--- src/rtl/mem_access_unit_pkg.sv ---
// Shared MEM-stage definitions: ALU op codes, LSU FSM states, bus size codes,
// and op-class helpers used by the load/store unit.
package mem_access_unit_pkg;

  localparam int DATA_W = 32;

  localparam logic [7:0] EXE_LB_OP  = 8'b1110_0000;
  localparam logic [7:0] EXE_LH_OP  = 8'b1110_0001;
  localparam logic [7:0] EXE_LW_OP  = 8'b1110_0011;
  localparam logic [7:0] EXE_LBU_OP = 8'b1110_0100;
  localparam logic [7:0] EXE_LHU_OP = 8'b1110_0101;
  localparam logic [7:0] EXE_SB_OP  = 8'b1110_1000;
  localparam logic [7:0] EXE_SH_OP  = 8'b1110_1001;
  localparam logic [7:0] EXE_SW_OP  = 8'b1110_1011;

  localparam logic [1:0] SIZE_BYTE = 2'd0;
  localparam logic [1:0] SIZE_HALF = 2'd1;
  localparam logic [1:0] SIZE_WORD = 2'd2;

  typedef enum logic [2:0] {
    LSU_IDLE  = 3'd0,
    LSU_ADDR  = 3'd1,
    LSU_DATA  = 3'd2,
    LSU_DONE  = 3'd3,
    LSU_DRAIN = 3'd4
  } lsu_state_e;

  function automatic logic is_load_op(input logic [7:0] op);
    return (op == EXE_LB_OP) || (op == EXE_LBU_OP) || (op == EXE_LH_OP) ||
           (op == EXE_LHU_OP) || (op == EXE_LW_OP);
  endfunction

endpackage

--- src/rtl/mem_align.sv ---
// Combinational store lane/strobe formatting, alignment check and load extension.
// Zero latency; no handshake.
module mem_align
  import mem_access_unit_pkg::*;
(
  input  logic [7:0]        op,
  input  logic [1:0]        addr_lo,
  input  logic [DATA_W-1:0] wdata,
  input  logic [7:0]        ld_op,
  input  logic [1:0]        ld_off,
  input  logic [DATA_W-1:0] rdata,
  output logic              is_mem,
  output logic              is_load,
  output logic              fault,
  output logic [1:0]        size,
  output logic [DATA_W-1:0] st_wdata,
  output logic [3:0]        st_wstrb,
  output logic [DATA_W-1:0] ld_result
);

  logic [7:0]  ld_byte;
  logic [15:0] ld_half;

  always_comb begin
    is_mem   = 1'b1;
    is_load  = 1'b0;
    fault    = 1'b0;
    size     = SIZE_BYTE;
    st_wdata = '0;
    st_wstrb = 4'b0000;
    case (op)
      EXE_LB_OP, EXE_LBU_OP: is_load = 1'b1;
      EXE_LH_OP, EXE_LHU_OP: begin
        is_load = 1'b1;
        size    = SIZE_HALF;
        fault   = addr_lo[0];
      end
      EXE_LW_OP: begin
        is_load = 1'b1;
        size    = SIZE_WORD;
        fault   = |addr_lo;
      end
      EXE_SB_OP: begin
        st_wdata = {4{wdata[7:0]}};
        st_wstrb = 4'b0001 << addr_lo;
      end
      EXE_SH_OP: begin
        size     = SIZE_HALF;
        fault    = addr_lo[0];
        st_wdata = {2{wdata[15:0]}};
        st_wstrb = addr_lo[1] ? 4'b1100 : 4'b0011;
      end
      EXE_SW_OP: begin
        size     = SIZE_WORD;
        fault    = |addr_lo;
        st_wdata = wdata;
        st_wstrb = 4'b1111;
      end
      default: is_mem = 1'b0;
    endcase
  end

  always_comb begin
    ld_byte = rdata[{ld_off, 3'b000} +: 8];
    ld_half = ld_off[1] ? rdata[31:16] : rdata[15:0];
    case (ld_op)
      EXE_LB_OP:  ld_result = {{24{ld_byte[7]}}, ld_byte};
      EXE_LBU_OP: ld_result = {24'd0, ld_byte};
      EXE_LH_OP:  ld_result = {{16{ld_half[15]}}, ld_half};
      EXE_LHU_OP: ld_result = {16'd0, ld_half};
      default:    ld_result = rdata;
    endcase
  end

endmodule

--- src/rtl/mem_access_unit.sv ---
// MEM-stage load/store unit driving a split addr/data bus; one access in flight.
// Result 3+ cycles after request; stall_lsu holds the pipe until the bus completes.
module mem_access_unit
  import mem_access_unit_pkg::*;
#(
  parameter int ADDR_W = 32
) (
  input  logic              clk,
  input  logic              rst,
  input  logic              req_valid,
  input  logic [7:0]        op,
  input  logic [ADDR_W-1:0] addr,
  input  logic [ADDR_W-1:0] wdata_in,
  input  logic              flush,
  input  logic              pipe_adv,
  output logic              data_req,
  output logic              data_wr,
  output logic [1:0]        data_size,
  output logic [ADDR_W-1:0] data_addr,
  output logic [ADDR_W-1:0] data_wdata,
  output logic [3:0]        data_wstrb,
  input  logic              data_addr_ok,
  input  logic              data_data_ok,
  input  logic [ADDR_W-1:0] data_rdata,
  output logic [ADDR_W-1:0] load_result,
  output logic              stall_lsu,
  output logic              adel,
  output logic              ades,
  output logic [ADDR_W-1:0] badvaddr
);

  lsu_state_e        state_q, state_d;
  logic [7:0]        op_q, op_d;
  logic [ADDR_W-1:0] addr_q, addr_d;
  logic [ADDR_W-1:0] wdata_q, wdata_d;
  logic [3:0]        wstrb_q, wstrb_d;
  logic [1:0]        size_q, size_d;
  logic              wr_q, wr_d;
  logic [ADDR_W-1:0] result_q, result_d;

  logic              is_mem, is_load, fault, issue;
  logic [1:0]        fmt_size;
  logic [ADDR_W-1:0] fmt_wdata, ld_result;
  logic [3:0]        fmt_wstrb;

  mem_align u_align (
    .op        (op),
    .addr_lo   (addr[1:0]),
    .wdata     (wdata_in),
    .ld_op     (op_q),
    .ld_off    (addr_q[1:0]),
    .rdata     (data_rdata),
    .is_mem    (is_mem),
    .is_load   (is_load),
    .fault     (fault),
    .size      (fmt_size),
    .st_wdata  (fmt_wdata),
    .st_wstrb  (fmt_wstrb),
    .ld_result (ld_result)
  );

  assign issue = req_valid && is_mem && !fault && !flush;

  always_comb begin
    state_d   = state_q;
    op_d      = op_q;
    addr_d    = addr_q;
    wdata_d   = wdata_q;
    wstrb_d   = wstrb_q;
    size_d    = size_q;
    wr_d      = wr_q;
    result_d  = result_q;
    data_req  = 1'b0;
    stall_lsu = 1'b0;
    case (state_q)
      LSU_IDLE: begin
        if (issue) begin
          stall_lsu = 1'b1;
          state_d   = LSU_ADDR;
          op_d      = op;
          addr_d    = addr;
          wdata_d   = fmt_wdata;
          wstrb_d   = fmt_wstrb;
          size_d    = fmt_size;
          wr_d      = !is_load;
        end
      end
      LSU_ADDR: begin
        data_req  = 1'b1;
        stall_lsu = 1'b1;
        // An accepted address still owes a data beat, so a flush must drain it.
        if (data_addr_ok) state_d = flush ? LSU_DRAIN : LSU_DATA;
        else if (flush)   state_d = LSU_IDLE;
      end
      LSU_DATA: begin
        stall_lsu = 1'b1;
        if (flush) begin
          state_d = data_data_ok ? LSU_IDLE : LSU_DRAIN;
        end else if (data_data_ok) begin
          if (is_load_op(op_q)) result_d = ld_result;
          state_d = LSU_DONE;
        end
      end
      LSU_DONE: begin
        if (pipe_adv || flush) state_d = LSU_IDLE;
      end
      LSU_DRAIN: begin
        stall_lsu = issue;
        if (data_data_ok) state_d = LSU_IDLE;
      end
      default: state_d = LSU_IDLE;
    endcase
  end

  always_ff @(posedge clk or posedge rst) begin
    if (rst) begin
      state_q  <= LSU_IDLE;
      op_q     <= '0;
      addr_q   <= '0;
      wdata_q  <= '0;
      wstrb_q  <= '0;
      size_q   <= '0;
      wr_q     <= 1'b0;
      result_q <= '0;
    end else begin
      state_q  <= state_d;
      op_q     <= op_d;
      addr_q   <= addr_d;
      wdata_q  <= wdata_d;
      wstrb_q  <= wstrb_d;
      size_q   <= size_d;
      wr_q     <= wr_d;
      result_q <= result_d;
    end
  end

  assign data_wr     = wr_q;
  assign data_size   = size_q;
  assign data_addr   = addr_q;
  assign data_wdata  = wdata_q;
  assign data_wstrb  = wstrb_q;
  assign load_result = result_q;

  assign adel     = req_valid && is_load && fault && !flush;
  assign ades     = req_valid && is_mem && !is_load && fault && !flush;
  assign badvaddr = (adel || ades) ? addr : '0;

endmodule
--- config.mk ---
export PLATFORM = sky130hd
export DESIGN_NAME = mem_access_unit
export DESIGN_NICKNAME = d
export VERILOG_FILES = /design/src/rtl/mem_access_unit_pkg.sv /design/src/rtl/mem_align.sv /design/src/rtl/mem_access_unit.sv
export SDC_FILE = /design/constraint.sdc
export NUM_CORES = 1
export LEC_CHECK = 0
export BUFFER_PORTS_ARGS = -buffer_cell sky130_fd_sc_hd__buf_2
export CORE_MARGIN = 2
export CORE_UTILIZATION = 40
export CTS_BUF_LIST = sky130_fd_sc_hd__clkbuf_2 sky130_fd_sc_hd__clkbuf_4 sky130_fd_sc_hd__clkbuf_8
export DETAILED_ROUTE_END_ITERATION = 6
export PLACE_DENSITY = 0.68
export SYNTH_ARGS = -nofsm -noshare
export SYNTH_HDL_FRONTEND = slang
export SYNTH_SLANG_ARGS = --single-unit
export TNS_END_PERCENT = 1
--- constraint.sdc ---
create_clock -name clk -period 4.88 [get_ports clk]
set_input_delay 0.976 -clock clk [delete_from_list [all_inputs] [get_ports clk]]
set_output_delay 0.976 -clock clk [all_outputs]
set_load 0.05 [all_outputs]
# Yosys cells after proc, flatten, opt, wreduce, memory -nomap -nowiden

Index checks and enable logic that the tools add are counted.

Equality and inequality tests: 22
Shifts and indexed selects: 2
Multiplexer cells: 23
Bitwise operators: 1
Reduce and logical (&&, ||, !) cells: 28

Operator list:

| cell                | count |
|---|---|
| $pmux 32 s4         | 1 |
| $eq 8x8->1 const B  | 13 |
| $pmux 32 s3         | 1 |
| $mux 32             | 1 |
| $shiftx 32x6->8     | 1 |
| $mux 3              | 9 |
| $mux 16             | 1 |
| $pmux 3 s5          | 1 |
| $pmux 4 s3          | 1 |
| $logic_and 1x1->1   | 9 |
| $reduce_or 8->1     | 1 |
| $eq 3x2->1 const B  | 2 |
| $logic_or 1x1->1    | 6 |
| $ne 2x2->1 const B  | 3 |
| $ne 3x3->1 const B  | 2 |
| $reduce_or 2->1     | 3 |
| $reduce_and 5->1    | 1 |
| $reduce_or 5->1     | 1 |
| $mux 1              | 4 |
| $mux 4              | 1 |
| $pmux 2 s2          | 1 |
| $reduce_and 4->1    | 1 |
| $shl 1x2->4 const A | 1 |
| $eq 3x1->1 const B  | 1 |
| other kinds (8)     | 10 |

Bits in registers: 114
Input bits: 111
Output and inout port bits: 139
Word-level logic and storage cells: 84

# Logic depth before layout (Yosys ltp)

Gate-level depths: netlist of the first run.

Depth after elaboration: 9
Depth in mapped cells: 7
Gate-level depth less buffers: 4

# By module

Synthesis of the first run repeated with hierarchy kept, for this count alone.

Cell total of the unflattened synthesis: 530
Area total of the unflattened synthesis: 6070.8 sq um

Modules (own cells, without submodules):

| module          | instances | cells each | area an instance (sq um) |
|---|---|---|---|
| mem_access_unit | 1         | 315        | 4772.1 |
| mem_align       | 1         | 215        | 1298.7 |

# Least setup slack after synthesis of the first run

Ideal clock, no wire load.

Kind: input port to output port
From: in addr[1]
To: out ades
Data arrival time: 2.404 ns
Required time: 3.904 ns
Path slack: 1.500 ns
Stages: 5
Path buffers: 1
Cells stage by stage: clkbuf_1 > a21oi_1 > o32ai_1 > and4_2 > nor2b_1

Cells in the longest elaborated chain, start to end: 4

RTL lines:

| item                            | line                             | text |
|---|---|---|
| start: declaration              | mem_access_unit.sv:12            | `input logic [ADDR_W-1:0] addr,` |
| $reduce_or 2->1                 | mem_align.sv:41, mem_align.sv:55 |  |
| $pmux 1 s2                      | mem_align.sv:31                  | `case (op)` |
| $logic_and 1x1->1 (2 in series) | mem_access_unit.sv:145           | `assign ades = req_valid && is_mem && !is_load && fault && !flush;` |
| end: declaration                | mem_access_unit.sv:28            | `output logic ades,` |

Every way passes these cells.

# Worst setup path in the final report of the first run

From: in op[4]
To: out ades

Cells in the longest elaborated chain, start to end: 7
Elaborated cells on any way between the ends: 20

RTL lines:

| item                                                                | line                   | text |
|---|---|---|
| start: declaration                                                  | mem_access_unit.sv:11  | `input logic [7:0] op,` |
| $eq 8x8->1                                                          | mem_align.sv:31        |  |
| $reduce_or 8->1 (no source line) or $reduce_or 5->1 (tied branches) | -                      |  |
| $mux 1                                                              | mem_align.sv:31        |  |
| $logic_and 1x1->1 or $logic_not 1->1 (tied branches)                | mem_access_unit.sv:145 |  |
| $logic_and 1x1->1                                                   | mem_access_unit.sv:145 |  |
| $logic_and 1x1->1 * (2 in series)                                   | mem_access_unit.sv:145 |  |

Mark *: on every way between the ends. The rest lies on a longest branch, timed or not.

==> impl_metrics.yaml, run 1 <==
final_layout:
  antenna-diode-count: 0
  multi_input_area_um2: 2970
  area.sequential_um2: 2850
  area_delta_synth_final_pct: 27.3
  nets: 883
  share_of_cells_above_drive_strength_1: 0.500
  fillCellCount: 1395
  fin_util: 0.517
drt:
  remaining_drc_errors: 0
  ant_nets: 0
  route.detailed.wl_per_inst_um: 18.5
  dr.pass1.iters: 4
  detailroute.via_count: 5282
  drt_first_iter_violations: 261
  vias_per_cell: 5.43
  finalWirelength_mm: 18.0
logic_synthesis:
  synthArstFlopShare: 1.00
  synth-main-ff-cell: "dfrtp_1"
  synth_top_area_share: 0.466
  netlist-cell-type-count: 58
  synthTopCellsByCount: "dfrtp_1, mux2_2, a21oi_1"
  ys_seq_elements: 114
  mappedNetlistNets: 647
  post_synth_instance_area_um2: 6130
  synthesis.instances: 536
  yosysTopAreaCell: "dfrtp_1"
  post_synthesis_average_cell_area_um2: 11.4
  yosysWarningCount: 0
  most_used_standard_cell_by_instance_count_after_synthesis: "dfrtp_1"
  synth_sequential_area_ratio: 0.466
  synth_top_cells_by_area: "dfrtp_1, mux2_2, mux2i_1"
  synth_enable_flop_cells: 0
cts:
  cts_hold_buf: 0
  cts.path.max_buffers: 2
  clock_tree.htree_level_count: 4
  tritoncts: "built"
  cts_repair_resize_count: 0
  clk_root_buffer_cell: "clkbuf_8"
  cts_num_sinks: 114
  post_cts.repair.setup_buffers: 0
  cts_inserted_buffers: 17
  clk-insertion-delay-late_ps: 440
  cts.clk_slew.worst_paths_ps: 60
sta:
  slew_headroom: 0.228
  fin_crit_ps: 3650
  setup_viol: 0
  grt_setup_unrepaired: "no"
  fmax_mhz: 274
  timing.clock.skew_ps: 11.4
  finalHoldViolCount: 0
  final-max-slew-violation-count: 0
  period_share: 0.747
  tightest_slew_ps: 1150
  fin_tns_setup_ps: 0
global_route:
  first_global_vias: 5309
  gr-total-overflow: 0
  largest_net_degree_at_the_start_of_global_routing: 87
  track_usage: 0.222
  grt_first_pass_wirelength_mm: 28.1
  grt_antenna_before_repair: 0
die:
  top_ports: 250
  rows: 45
  die_w_um: 128
  fp.dieH_um: 128
  design.core.area_um2: 15100
  die_area_um2: 16300
  initial_utilization: 0.406
pwr:
  seq_power_share: 0.440
  p_leak_nw: 4.08
  net-switching-power_mw: 0.740
  vdd.ir_drop.worst_uv: 178
  total_power_mw: 2.36
  share_comb_of_total_power: 0.188
  p_sw_frac: 0.314
  intPower_mw: 1.62
  power_per_cell_area_nw_per_um2: 303
  pwr-share-clk: 0.372
job:
  cap_violations: 0
setup_path:
  worstSetupPathType: "in2out"
  crit_end_element: "output pin"
  r2r_setup_slack_ps: 2120
  crit_path_max_fanout: 34
  regToRegStartpoint: "state_q[2]"
  critPathArrivalTime_ps: 2670
  worst_setup_path_start_kind: "input pin"
  cp_launch_point: "op[4]"
  cp.required_ps: 3900
outcome:
  outcome: "finished, final reports clean"
placed_design:
  dp.final_hpwl_mm: 13.4
  io_buffer_count: 249
  gp_congestion: 0.848
min_path:
  hp-class: "reg2reg"
  worstHoldStart: "data_addr[26]"
==> flip-flops by register name, indices dropped and copies added, names as in the netlist <==
register,cells
load_result,32
data_wr,1
data_wstrb,4
data_size,2
op_q,8
data_addr,32
data_wdata,32
state_q,3
==> metrics by stage <==
step / hold WS, ps / instance area [um2] / cells / worst slack [ps]
after floorplan: 450 / 6130 / 536 / 888
after global placement: 464 / 7410 / 941 / 1290
after detailed placement: 474 / 7410 / 941 / 1200
after CTS: 489 / 7800 / 972 / 1200
after global routing: 514 / 7800 / 972 / 1090
final: 483 / 7800 / 972 / 1230
==> final timing paths <==
| path | end | cells after the start |
|---|---|---|
| max | ades | 5 |
| min | data_addr[26] | 1 |
| max reg2reg | load_result[10] | 4 |
| min reg2reg | data_addr[26] | 1 |
| max in group asynchronous | load_result[24] | 3 |
| min in group asynchronous | data_wdata[31] | 2 |
==> worst max-delay path: stages <==
cell	delay [ps]
buf_2	100
and4b_1	520
and4_2	600
nor2b_1	190
buf_2	270
==> cells by family after synthesis <==
kind of cell    after synthesis  share of synthesized area
simple gates                123                      0.120
mux                         116                      0.209
flops                       114                      0.466
buf+inv                      56                     0.0513
compound gates              126                      0.152
xor+xnor                      1                    0.00143
==> placed cells by master, fill, tap and decap left out, types with 8 or more instances in the layout <==
master / count
buf_2: 249
dfrtp_1: 114
mux2_2: 83
a21oi_1: 41
and2_1: 34
mux2i_1: 28
nand2_1: 25
clkbuf_8: 19
inv_1: 17
a22o_1: 17
a22oi_1: 13
nor2b_1: 12
nor2_1: 8
o2bb2ai_1: 8
o21ai_0: 8
==> power by group through the flow <==
stage | logic (mW) | clock network, mW | registers, mW
floorplan | 0.165 | 0 | 1.19
global placement | 0.437 | 0 | 1.05
detailed placement | 0.447 | 0 | 1.06
CTS | 0.448 | 0.900 | 1.04
global route | 0.474 | 0.951 | 1.05
finish | 0.445 | 0.877 | 1.04
==> routing by layer <==
layer	vias to the layer above	global-route usage	share of wire
met4	0	0.0608	0.013
met1	2615	0.267	0.40
met2	219	0.387	0.51
met3	19	0.0655	0.077
met5	-	0	0
li1	2429	-	-
==> cell type report <==
type / count / share of cell area
clock buffer: 21 / 0.0354
sequential: 114 / 0.366
inverter: 18 / 0.00898
clock inverter: 10 / 0.0141
tap: 188 / 0.0302
timing repair buffer: 255 / 0.166
multi-input combinational: 366 / 0.380
No activity file was read; power rests on OpenSTA's default activity.
==> inputs of run 2 (changes only) <==
Settings changed: PLACE_DENSITY 0.68 to 0.71.
Clock period 4.88 ns to 2.97 ns, I/O delays scaled along.
==> run 2 against run 1 <==
  * Sequential share of layout area decreased by 0.61 points
  * Critical endpoint is now badvaddr[4]
  * First-iteration DRC count down 4.6%
  * Count of clock-buffer cells in the layout down 1
  * Power is 63% higher
  * Cell area rose by 1.7%
  * Largest power group unchanged
  * Wire length fell by 1.8%
  * Worst setup slack got worse by 1000 ps
  * Via count is 0.32% lower
==> impl_metrics.yaml, run 2 (same netlist as run 1, synthesis figures left out) <==
outcome:
  outcome: "finished, final reports clean"
global_route:
  largest_net_degree_at_the_start_of_global_routing: 42
  gr-total-overflow: 0
  first_global_vias: 5292
  track_usage: 0.219
  grt_first_pass_wirelength_mm: 27.8
  grt_antenna_before_repair: 2
sta:
  fin_crit_ps: 2740
  period_share: 0.924
  timing.clock.skew_ps: 11.3
  setup_viol: 0
  fin_tns_setup_ps: 0
  slew_headroom: 0.191
  grt_setup_unrepaired: "no"
  finalHoldViolCount: 0
  tightest_slew_ps: 1200
  final-max-slew-violation-count: 0
  fmax_mhz: 364
die:
  rows: 45
  top_ports: 250
  design.core.area_um2: 15100
  die_w_um: 128
  initial_utilization: 0.406
  fp.dieH_um: 128
  die_area_um2: 16300
drt:
  finalWirelength_mm: 17.7
  remaining_drc_errors: 0
  ant_nets: 0
  dr.pass1.iters: 5
  drt_first_iter_violations: 249
  detailroute.via_count: 5265
  route.detailed.wl_per_inst_um: 17.9
  vias_per_cell: 5.35
setup_path:
  rr_endpoint: "data_wdata[10]"
  cp_launch_point: "addr[0]"
  worst_r2r_path_depth: 5
  crit_path_frequent_cell: "buf_2"
  slowest_delay_ps: 610
  worstSetupPathType: "in2out"
  cp_slowest_cell: "and4_2"
  crit_path_max_fanout: 34
  critPathArrivalTime_ps: 2150
  r2r_setup_slack_ps: 790
  crit_end_element: "output pin"
  worst_setup_path_start_kind: "input pin"
  critical_path.cell_chain: "buf_2, inv_1, o32ai_1, and4_2, and2_1, buf_2"
  cp.required_ps: 2380
  regToRegStartpoint: "state_q[1]"
cts:
  clk_root_buffer_cell: "clkbuf_8"
  cts.path.max_buffers: 2
  post_cts.repair.setup_buffers: 0
  cts_hold_buf: 0
  cts_repair_resize_count: 0
  tritoncts: "built"
  cts_num_sinks: 114
  clk-insertion-delay-late_ps: 440
  cts.clk_slew.worst_paths_ps: 70
  cts_inserted_buffers: 17
  clock_tree.htree_level_count: 4
min_path:
  hp-class: "in2async"
final_layout:
  final_common_cell: "buf_2"
  share_of_cells_above_drive_strength_1: 0.508
  nets: 895
  area.sequential_um2: 2850
  fin_util: 0.526
  layout_common_cells: "buf_2, dfrtp_1, mux2_2, a21oi_1, and2_1"
  multi_input_area_um2: 2970
  area_delta_synth_final_pct: 29.5
  fillCellCount: 1422
pwr:
  p_leak_nw: 4.14
  power_per_cell_area_nw_per_um2: 485
  total_power_mw: 3.85
  vdd.ir_drop.worst_uv: 277
placed_design:
  dp.final_hpwl_mm: 13.3
  gp_congestion: 0.814
  io_buffer_count: 249
job:
  cap_violations: 0
## run 2: cell count changes in the layout (fill, tap and decap cells not counted)
cell | before | now
buf_12 | 0 | 4
buf_2 | 249 | 248
buf_4 | 6 | 15
clkbuf_4 | 2 | 3
clkbuf_8 | 19 | 17
clkinv_2 | 4 | 5
clkinvlp_4 | 4 | 5
diode_2 | 0 | 1
inv_4 | 1 | 0
## run 2: metrics by stage
step | area (um2) | hold WS [ps] | cells | setup slack, ps
2_1_floorplan | 6130 | 450 | 536 | 354
3_3_place_gp | 7560 | 464 | 953 | 299
3_5_place_dp | 7560 | 474 | 953 | 200
4_1_cts | 7930 | 225 | 984 | 217
5_1_grt | 7930 | 255 | 985 | 104
6_report | 7930 | 233 | 985 | 226
## run 2: worst max-delay path: cells and delay by family
family                 cells  cell delay [ps]
buffers and inverters      3              520
AOI/OAI and AO/OA          1              200
and+or+nand+nor            2              820
## run 2: worst max-delay path by stage
stage / to
after floorplan: ades
after global placement: badvaddr[5]
after detailed placement: badvaddr[4]
after CTS: badvaddr[4]
after global routing: badvaddr[4]
final: badvaddr[4]
## run 2: power by group
group	switching (mW)	internal (mW)
logic	0.511	0.245
clock network	0.648	0.758
registers	0.0551	1.63
total	1.21	2.64
## run 2: cell type report
class | instances | area share
flip-flops and latches | 114 | 0.360
diodes | 1 | 0.000315
inverters | 18 | 0.00899
clock buffers | 20 | 0.0323
repair buffers | 267 | 0.181
multi-input cells | 366 | 0.374
well taps | 188 | 0.0297
clock inverters | 11 | 0.0145
## run 2: routing by layer
metal | share of wire | up-vias | GRT usage
li1 | - | 2462 | -
met1 | 0.41 | 2553 | 0.265
met2 | 0.49 | 225 | 0.364
met3 | 0.084 | 23 | 0.0755
met4 | 0.018 | 2 | 0.0756
met5 | 0.00074 | - | 0
